[config.mk]
export PLATFORM = sky130hd
export DESIGN_NAME = rf_wb_arbiter
export DESIGN_NICKNAME = d
export VERILOG_FILES = /design/src/rtl/rf_wb_pkg.sv /design/src/rtl/rf_wb_arbiter_rr.sv /design/src/rtl/rf_wb_arbiter.sv
export SDC_FILE = /design/constraint.sdc
export NUM_CORES = 1
export LEC_CHECK = 0
export BUFFER_PORTS_ARGS = -buffer_cell sky130_fd_sc_hd__buf_2
export CORE_UTILIZATION = 38
export DETAILED_ROUTE_END_ITERATION = 12
export PLACE_DENSITY = 0.75
export RECOVER_POWER = 50
export SLEW_MARGIN = 20
export SYNTH_ARGS = -nofsm -noshare
export SYNTH_HDL_FRONTEND = slang
export SYNTH_SLANG_ARGS = --single-unit
[constraint.sdc]
create_clock -name clk -period 2.57 [get_ports clk]
set_input_delay 0 -clock clk [delete_from_list [all_inputs] [get_ports clk]]
set_output_delay 0 -clock clk [all_outputs]
set_load 0.01 [all_outputs]
[src/rtl/rf_wb_pkg.sv]
// Shared types and constants for the register-file write-back arbiter.
package rf_wb_pkg;
    localparam int REG_ADDR_W = 5;
    localparam int STAT_W     = 16;

    typedef logic [REG_ADDR_W-1:0] reg_addr_t;
    typedef logic [STAT_W-1:0]     stat_t;

    localparam reg_addr_t REG_ZERO = 5'd0;
endpackage

[src/rtl/rf_wb_arbiter_rr.sv]
// rr_arbiter: combinational rotating-priority picker; search starts at i_ptr and wraps.
module rr_arbiter #(
    parameter int REQS  = 3,
    parameter int PTR_W = $clog2(REQS)
) (
    input  logic [REQS-1:0]  i_req,
    input  logic [PTR_W-1:0] i_ptr,
    input  logic             i_en,
    output logic [REQS-1:0]  o_grant,
    output logic [PTR_W-1:0] o_idx,
    output logic             o_any
);
    logic [PTR_W-1:0] w_cand;

    always_comb begin
        o_grant = '0;
        o_idx   = '0;
        o_any   = 1'b0;
        w_cand  = '0;
        if (i_en) begin
            for (int k = 0; k < REQS; k++) begin
                w_cand = PTR_W'((int'(i_ptr) + k) % REQS);
                if (!o_any && i_req[w_cand]) begin
                    o_grant[w_cand] = 1'b1;
                    o_idx           = w_cand;
                    o_any           = 1'b1;
                end
            end
        end
    end
endmodule

[src/rtl/rf_wb_arbiter.sv]
// Round-robin write-back arbiter driving the register file write port (we3/wa3/wd3).
// Optional per-requester grant and r0-drop counters are built only with RF_WB_STATS_EN.
module rf_wb_arbiter
    import rf_wb_pkg::*;
#(
    parameter int N    = 32,
    parameter int REQS = 3
) (
    input  logic                               clk,
    input  logic                               reset,
    input  logic                               stall,
    input  logic [REQS-1:0]                    req_valid,
    input  logic [REQS-1:0][REG_ADDR_W-1:0]    req_addr,
    input  logic [REQS-1:0][N-1:0]             req_data,
    output logic [REQS-1:0]                    req_ready,
    output logic                               we3,
    output logic [REG_ADDR_W-1:0]              wa3,
    output logic [N-1:0]                       wd3,
    output logic [REQS-1:0][STAT_W-1:0]        stat_grants,
    output logic [STAT_W-1:0]                  stat_drops
);
    localparam int PTR_W = $clog2(REQS);

    logic [PTR_W-1:0] r_ptr;
    logic             r_we3;
    reg_addr_t        r_wa3;
    logic [N-1:0]     r_wd3;

    logic [REQS-1:0]  w_grant;
    logic [PTR_W-1:0] w_idx;
    logic             w_any;
    reg_addr_t        w_addr;
    logic             w_real;

    // Gating with reset keeps requests presented during reset unconsumed.
    rr_arbiter #(.REQS(REQS), .PTR_W(PTR_W)) u_rr (
        .i_req   (req_valid),
        .i_ptr   (r_ptr),
        .i_en    (!stall && !reset),
        .o_grant (w_grant),
        .o_idx   (w_idx),
        .o_any   (w_any)
    );

    assign req_ready = w_grant;
    assign w_addr    = req_addr[w_idx];
    assign w_real    = w_any && (w_addr != REG_ZERO);

    always_ff @(posedge clk) begin
        if (reset) begin
            r_ptr <= '0;
            r_we3 <= 1'b0;
            r_wa3 <= '0;
            r_wd3 <= '0;
        end else begin
            if (w_any)
                r_ptr <= (w_idx == PTR_W'(REQS-1)) ? '0 : w_idx + 1'b1;
            r_we3 <= w_real;
            // r0 writes are consumed but leave wa3/wd3 untouched.
            if (w_real) begin
                r_wa3 <= w_addr;
                r_wd3 <= req_data[w_idx];
            end
        end
    end

    assign we3 = r_we3;
    assign wa3 = r_wa3;
    assign wd3 = r_wd3;

`ifdef RF_WB_STATS_EN
    stat_t [REQS-1:0] r_grants;
    stat_t            r_drops;

    always_ff @(posedge clk) begin
        if (reset) begin
            r_grants <= '0;
            r_drops  <= '0;
        end else if (w_any) begin
            if (r_grants[w_idx] != '1)
                r_grants[w_idx] <= r_grants[w_idx] + 1'b1;
            if (w_addr == REG_ZERO && r_drops != '1)
                r_drops <= r_drops + 1'b1;
        end
    end

    assign stat_grants = r_grants;
    assign stat_drops  = r_drops;
`else
    assign stat_grants = '0;
    assign stat_drops  = '0;
`endif
endmodule

==> flow_summary_export.csv, run 1 <==
group,metric,value,unit
yosys,synth_top_family_by_area,"multiplexers",
setup_path,endpoint_kind,"flip-flop",
cts,path_clk_slew,80,ps
cts,clock_path_buffers,2,
setup_path,critPathMaxFanout,18,
final_layout,insertedDiodeCount,0,
detailed_routing,dr_total_vias,3066,
timing,final_hold_viol_count,0,
timing,period_needed,2470,ps
yosys,yosysTopAreaCellShare,24.7,%
detailed_routing,drt_first_pass_iters,4,
cts,numCtsBuffers,5,
global_routing,grt_max_degree,39,
global_routing,grt_pass1_wl,13100,um
floorplanning,row_count,33,
min_path,hold_class,"in -> reg",
setup_path,worstPathRequired,2740,ps
floorplanning,die_area,8910,um^2
cts,cts_setup_buffers,0,
setup_path,cp.arrival,2640,ps
detailed_routing,first_iter_violations,72,
yosys,syn_area,3240,um^2
placement,io_buffers,157,
pwr,max-vdd-ir-drop,0.000369,V
yosys,syn_inst,358,
placement,dpl-instance-area,3950,um^2
cts,clock_latency,280,ps
cts,cts.sinks,40,
pwr,p_leak,2.31,nW
pwr,power.total,2.15,mW
floorplanning,die_w,94.4,um
yosys,yosys_warnings,0,
setup_path,timing.rr.end,"wd3[17]",
final_layout,finish.utilization,51.8,%
yosys,postSynth.asyncResetShare,0,%
setup_path,crit_path_end,"wd3[17]",
detailed_routing,drt_wl_total,8590,um
setup_path,startpoint,"r_ptr[0]",
final_layout,final_nets,656,
yosys,synth-edff-count,0,
yosys,synth_cell_types,46,
pwr,power_density,502,nW/um^2
final_layout,syn2layout_area_growth,31.9,%
setup_path,reg2reg_depth,10,
timing,final.setup_skew,6.75,ps
cts,cts_max_level,2,
yosys,muxShareOfSynthArea,35.4,%
cts,cts_tree,"yes",
timing,whs,13.3,ps
placement,placed_cells,611,
cts,cts_root_buf,"clkbuf_8",
timing,finalMaxSlewViolations,0,
yosys,synth-seq-cells,40,
timing,min_period_over_period,96.1,%
global_routing,antenna_found_initial,0,
timing,relSlewSlack,61.6,%
floorplanning,pin_count,222,
global_routing,grt_use_total,18.5,%
global_routing,overflow,0,
final_layout,fin_area,4280,um^2
detailed_routing,ant_nets,0,
job,drv_cap,0,
yosys,synth_adder_area_share,1.85,%
outcome,status,"complete, no violations",
setup_path,startpoint_type,"flip-flop",
floorplanning,initial_utilization,39.3,%
timing,clock.fmax,405,MHz
final_layout,fin_cells,640,
placement,hpwl,6050,um
timing,setup_viol,0,
yosys,synth_xor_area_share,0,%
yosys,synth_compound_area_share,6.60,%
timing,finalWorstSetupSlack,101,ps
detailed_routing,routed_via_density,4.79,
final_layout,layout-drive-gt1-share,36.3,%
detailed_routing,drc_errors,0,
setup_path,path_class,"reg -> reg",
global_routing,grt_pass1_vias,2908,
yosys,yosys-top-cells-area,"dfxtp_1 (25%), mux2i_1 (22%), buf_4 (15%)",
floorplanning,die_h,94.4,um
timing,fin_tns_setup,0,ps
yosys,synth_top_cell_by_area,"dfxtp_1",
yosys,ys_seq_area_share,24.7,%
yosys,syn_avg_cell_area,9.06,um^2
detailed_routing,wl_per_cell,13.4,um
setup_path,reg2reg_slack,100,ps
floorplanning,fp.coreArea,8260,um^2
timing,tightest_slew,572,ps
placement,gp_congestion,0.802,
setup_path,worstReg2RegStart,"r_ptr[0]",
yosys,yosys.area_share.simple,11.7,%
placement,dp_slack,-23.8,ps
yosys,synth_ff_type,"dfxtp_1",
[cells in the mapped netlist, types with 2 or more instances]
| cell type | instances |
|---|---|
| o22ai_1 | 2 |
| dfxtp_1 | 40 |
| nor2_1 | 11 |
| or2_1 | 2 |
| nor3_1 | 3 |
| a31oi_1 | 2 |
| nand2_1 | 42 |
| ha_1 | 4 |
| nor2b_1 | 8 |
| o21ai_0 | 3 |
| mux2i_1 | 72 |
| buf_6 | 4 |
| nand2b_1 | 2 |
| or4_1 | 4 |
| a21oi_1 | 4 |
| buf_2 | 8 |
| buf_4 | 66 |
| clkbuf_1 | 9 |
| inv_1 | 4 |
| nand3_1 | 2 |
| mux2_2 | 37 |
| o2bb2ai_1 | 4 |
| a211o_1 | 2 |
[sequential cells by signal, indices dropped and copies added, names as in the netlist]
register,flops
r_ptr,2
we3,1
wd3,32
wa3,5
[critical path, cell delays in order, from the launching register on]
cell       delay [ps]
dfxtp_1           330
inv_1              80
ha_4              270
buf_4             150
nor2b_1           130
o21ai_1           240
a21oi_4           110
mux2_1            330
a211o_4           360
clkbuf_16         210
mux2i_1           130
[power by group]
group	internal [mW]	leakage (nW)	switching [mW]	total, mW
Sequential	0.719	0.330	0.0520	0.771
Clock	0.184	0.0400	0.215	0.399
Combinational	0.472	1.94	0.507	0.980
Total	1.38	2.31	0.775	2.15
[per-layer routing]
| metal | up-vias | share of wire [%] | GRT usage (%) | wire, um |
|---|---|---|---|---|
| met2 | 159 | 54 | 35.3 | 4630 |
| met5 | - | 0 | 0 | 0 |
| met4 | 0 | 1.9 | 6.28 | 162 |
| met1 | 1424 | 38 | 19.8 | 3290 |
| met3 | 17 | 5.9 | 3.95 | 506 |
| li1 | 1466 | - | - | - |
[area by class of cell]
cell class,count,area [um^2]
Clock buffer,5,68.8
Timing Repair Buffer,194,1130
Tap cell,105,131
Clock inverter,2,12.5
Inverter,6,22.5
Fill cell,796,3980
Sequential cell,40,802
Multi-Input combinational cell,288,2110
[worst min-delay path by stage]
stage,from,endpoint,slack (ps),cells after the start
after floorplan,reset,wa3[0],180,2
after global placement,req_data[63],wd3[31],270,3
after detailed placement,req_data[36],wd3[4],290,3
after CTS,req_data[44],wd3[12],0.6,3
after global routing,req_data[43],wd3[11],10,3
final,req_data[60],wd3[28],10,3
[layout by cell type, fill, tap and decap left out, types with 2 or more instances in the layout]
cell / n
dfxtp_1: 39
ha_1: 2
or4_1: 4
o2bb2ai_1: 4
nor3_1: 3
buf_12: 3
nand3_1: 2
dlygate4sd3_1: 21
o22ai_1: 2
conb_1: 64
nand2b_1: 2
a21oi_1: 3
nor2_1: 11
o21ai_0: 3
inv_1: 4
nor2b_1: 8
clkbuf_8: 5
buf_2: 121
nand2_1: 42
mux2i_1: 72
clkbuf_1: 36
mux2_2: 37
buf_4: 11
[kinds of logic after synthesis]
| group | count (synthesis) |
|---|---|
| buf+inv | 93 |
| flops | 40 |
| other cells | 1 |
| simple gates | 80 |
| fa+ha+maj | 5 |
| mux | 110 |
| compound gates | 29 |
[timing repair]
item / in CTS / in global routing
setup endpoints to repair: 36 / 36
hold buffers: 21 / 0
hold endpoints to repair: 21 / 0
pin swaps: 0 / 3
resized for setup: 2 / 9
gates cloned: 0 / 1
Note: power is estimated with default switching activity, not from simulation.
==> run 2, diff against run 1 <==
==> constraint.sdc (replaced) <==
create_clock -name clk -period 2.57 [get_ports clk]
set_input_delay 0.3855 -clock clk [delete_from_list [all_inputs] [get_ports clk]]
set_output_delay 0.3855 -clock clk [all_outputs]
set_load 0.01 [all_outputs]
==> run 2 against run 1 <==
Sequential power is 0.5% higher. First-iteration DRC count is 26% lower. Non-clock buffer count is 20 lower. Die area stayed put. Setup slack worse by 31 ps. Via count is 3.8% lower. Clock power is 28% higher. Final area is 4.2% lower. Critical path type is now reg -> out. Largest cell class unchanged.
==> flow_summary_export.csv, run 2 (synthesis gave the netlist of run 1 again) <==
group,metric,value,unit
outcome,status,"complete, no violations",
pwr,p_int,1.46,mW
final_layout,seq_area,806,um^2
pwr,max-vdd-ir-drop,0.000277,V
floorplanning,die_h,94.4,um
floorplanning,die_w,94.4,um
final_layout,fin_area,4100,um^2
timing,finalMaxSlewViolations,0,
setup_path,endpoint_kind,"output port",
global_routing,grt_use_total,16.8,%
timing,final.setup_skew,5.37,ps
cts,cts-hold-fix-buffers,0,
setup_path,worstPathRequired,2180,ps
floorplanning,pin_count,222,
min_path,hold_end,"wd3[28]",
final_layout,multiInputGateArea,2120,um^2
final_layout,final_cell_mix,"buf_2 (119), mux2i_1 (72), conb_1 (64), nand2_1 (42), clkbuf_1 (39)",
placement,placed_cells,612,
detailed_routing,routed_via_density,4.75,
setup_path,path_class,"reg -> out",
detailed_routing,drc_errors,0,
floorplanning,initial_utilization,39.3,%
cts,numCtsBuffers,5,
cts,path_clk_slew,80,ps
pwr,clockPowerShare,22.9,%
pwr,sequentialPowerShare,34.6,%
timing,fin_tns_setup,0,ps
cts,clock_path_buffers,2,
setup_path,critPathSlowestCell,"or3_4",
detailed_routing,dr_total_vias,2949,
pwr,power_density,546,nW/um^2
timing,setup_viol,0,
min_path,hp-start,"req_data[60]",
cts,cts_max_level,2,
pwr,pwr-share-comb,42.5,%
final_layout,largest_reg_flops,32,
timing,min_period_over_period,97.3,%
placement,io_buffers,157,
min_path,hold_class,"in -> reg",
global_routing,grt_pass1_wl,12000,um
detailed_routing,ant_nets,0,
global_routing,grt_max_degree,39,
timing,period_needed,2500,ps
setup_path,worstPathCellList,"ha_4 -> or3b_4 -> or3_4 -> o21ai_2 -> a22oi_1 -> a21oi_1 -> buf_2",
pwr,p_switching,0.776,mW
final_layout,fillCellCount,783,
cts,cts.sinks,40,
final_layout,final_nets,636,
job,drv_cap,0,
final_layout,syn2layout_area_growth,26.3,%
cts,cts_tree,"yes",
min_path,hold_depth,3,
setup_path,critPathMaxFanout,5,
setup_path,reg2reg_depth,10,
global_routing,grt_pass1_vias,2732,
timing,rsz0062_at_grt,"yes",
timing,clock.fmax,400,MHz
placement,gp_congestion,0.807,
setup_path,timing.rr.end,"wa3[4]",
final_layout,insertedDiodeCount,0,
detailed_routing,drt_first_pass_iters,4,
placement,dpl-instance-area,3950,um^2
floorplanning,die_area,8910,um^2
final_layout,layout-drive-gt1-share,38.0,%
detailed_routing,wl_per_cell,12.5,um
setup_path,startpoint_type,"flip-flop",
floorplanning,row_count,33,
timing,final_hold_viol_count,0,
pwr,p_leak,2.23,nW
pwr,swShare,34.7,%
final_layout,fin_cells,621,
global_routing,overflow,0,
final_layout,finish.utilization,49.6,%
cts,cts_root_buf,"clkbuf_8",
placement,hpwl,6080,um
detailed_routing,first_iter_violations,53,
final_layout,final_common_cell,"buf_2",
floorplanning,fp.coreArea,8260,um^2
global_routing,antenna_found_initial,0,
setup_path,cp.arrival,2110,ps
pwr,power.total,2.24,mW
detailed_routing,drt_wl_total,7750,um
setup_path,max_stage_delay,400,ps
setup_path,worstReg2RegStart,"r_ptr[0]",
cts,clock_latency,290,ps
setup_path,reg2reg_slack,110,ps
==> run 2: cell count changes in the layout (fill, tap and decap cells not counted), sizes merged <==
cell,delta
bufinv,+1
dlygate4sd3,-21
buf,-1
clkbuf,+2
==> run 2: power groups by stage <==
stage,clock network [mW],logic (mW),registers (mW)
final,0.512,0.950,0.775
after global routing,0.551,1.04,0.786
after CTS,0.525,0.948,0.770
after detailed placement,0,0.928,0.780
after global placement,0,0.899,0.777
after floorplan,0,0.608,0.823
==> run 2: area by class of cell <==
| cell class | count | area share, % |
|---|---|---|
| multi-input cells | 288 | 51.8 |
| repair buffers | 174 | 22.1 |
| flip-flops and latches | 40 | 19.7 |
| well taps | 105 | 3.21 |
| clock buffers | 5 | 1.68 |
| clock inverters | 3 | 1.04 |
| inverters | 6 | 0.550 |
==> run 2: through the flow <==
stage | setup WS, ps | hold WS, ps
2_1_floorplan | 26.8 | 483
3_3_place_gp | 59.7 | 442
3_5_place_dp | -14.0 | 451
4_1_cts | 7.12 | 361
5_1_grt | -13.8 | 374
6_report | 69.7 | 370
==> run 2: timing repair <==
action	CTS	global route
setup buffers	0	1
gates cloned	0	0
setup endpoints to repair	39	40
pin swaps	0	7
resized for setup	5	13
==> run 2: worst max-delay path, delay by kind of cell, from the launching register on <==
family	cells	cell delay, ps
AOI/OAI and AO/OA	3	300
adders and majority gates	1	250
DFF	1	370
and+or+nand+nor	2	770
buffers and inverters	1	150
==> run 2: routing by layer <==
metal / up-vias / track usage [%] / wire (um)
met2: 141 / 32.9 / 4160
met5: - / 0 / 0
li1: 1430 / - / -
met1: 1363 / 17.4 / 2960
met3: 15 / 3.70 / 445
met4: 0 / 5.77 / 184
==> run 2: worst max path at each step <==
stage	endpoint	cells past startpoint	startpoint	slack, ps
floorplan	wd3[2]	11	r_ptr[0]	30
global placement	wd3[17]	8	r_ptr[0]	60
detailed placement	wd3[11]	8	r_ptr[0]	-10
CTS	req_ready[1]	8	r_ptr[0]	7
global route	req_ready[1]	7	r_ptr[1]	-10
finish	req_ready[1]	7	r_ptr[1]	70
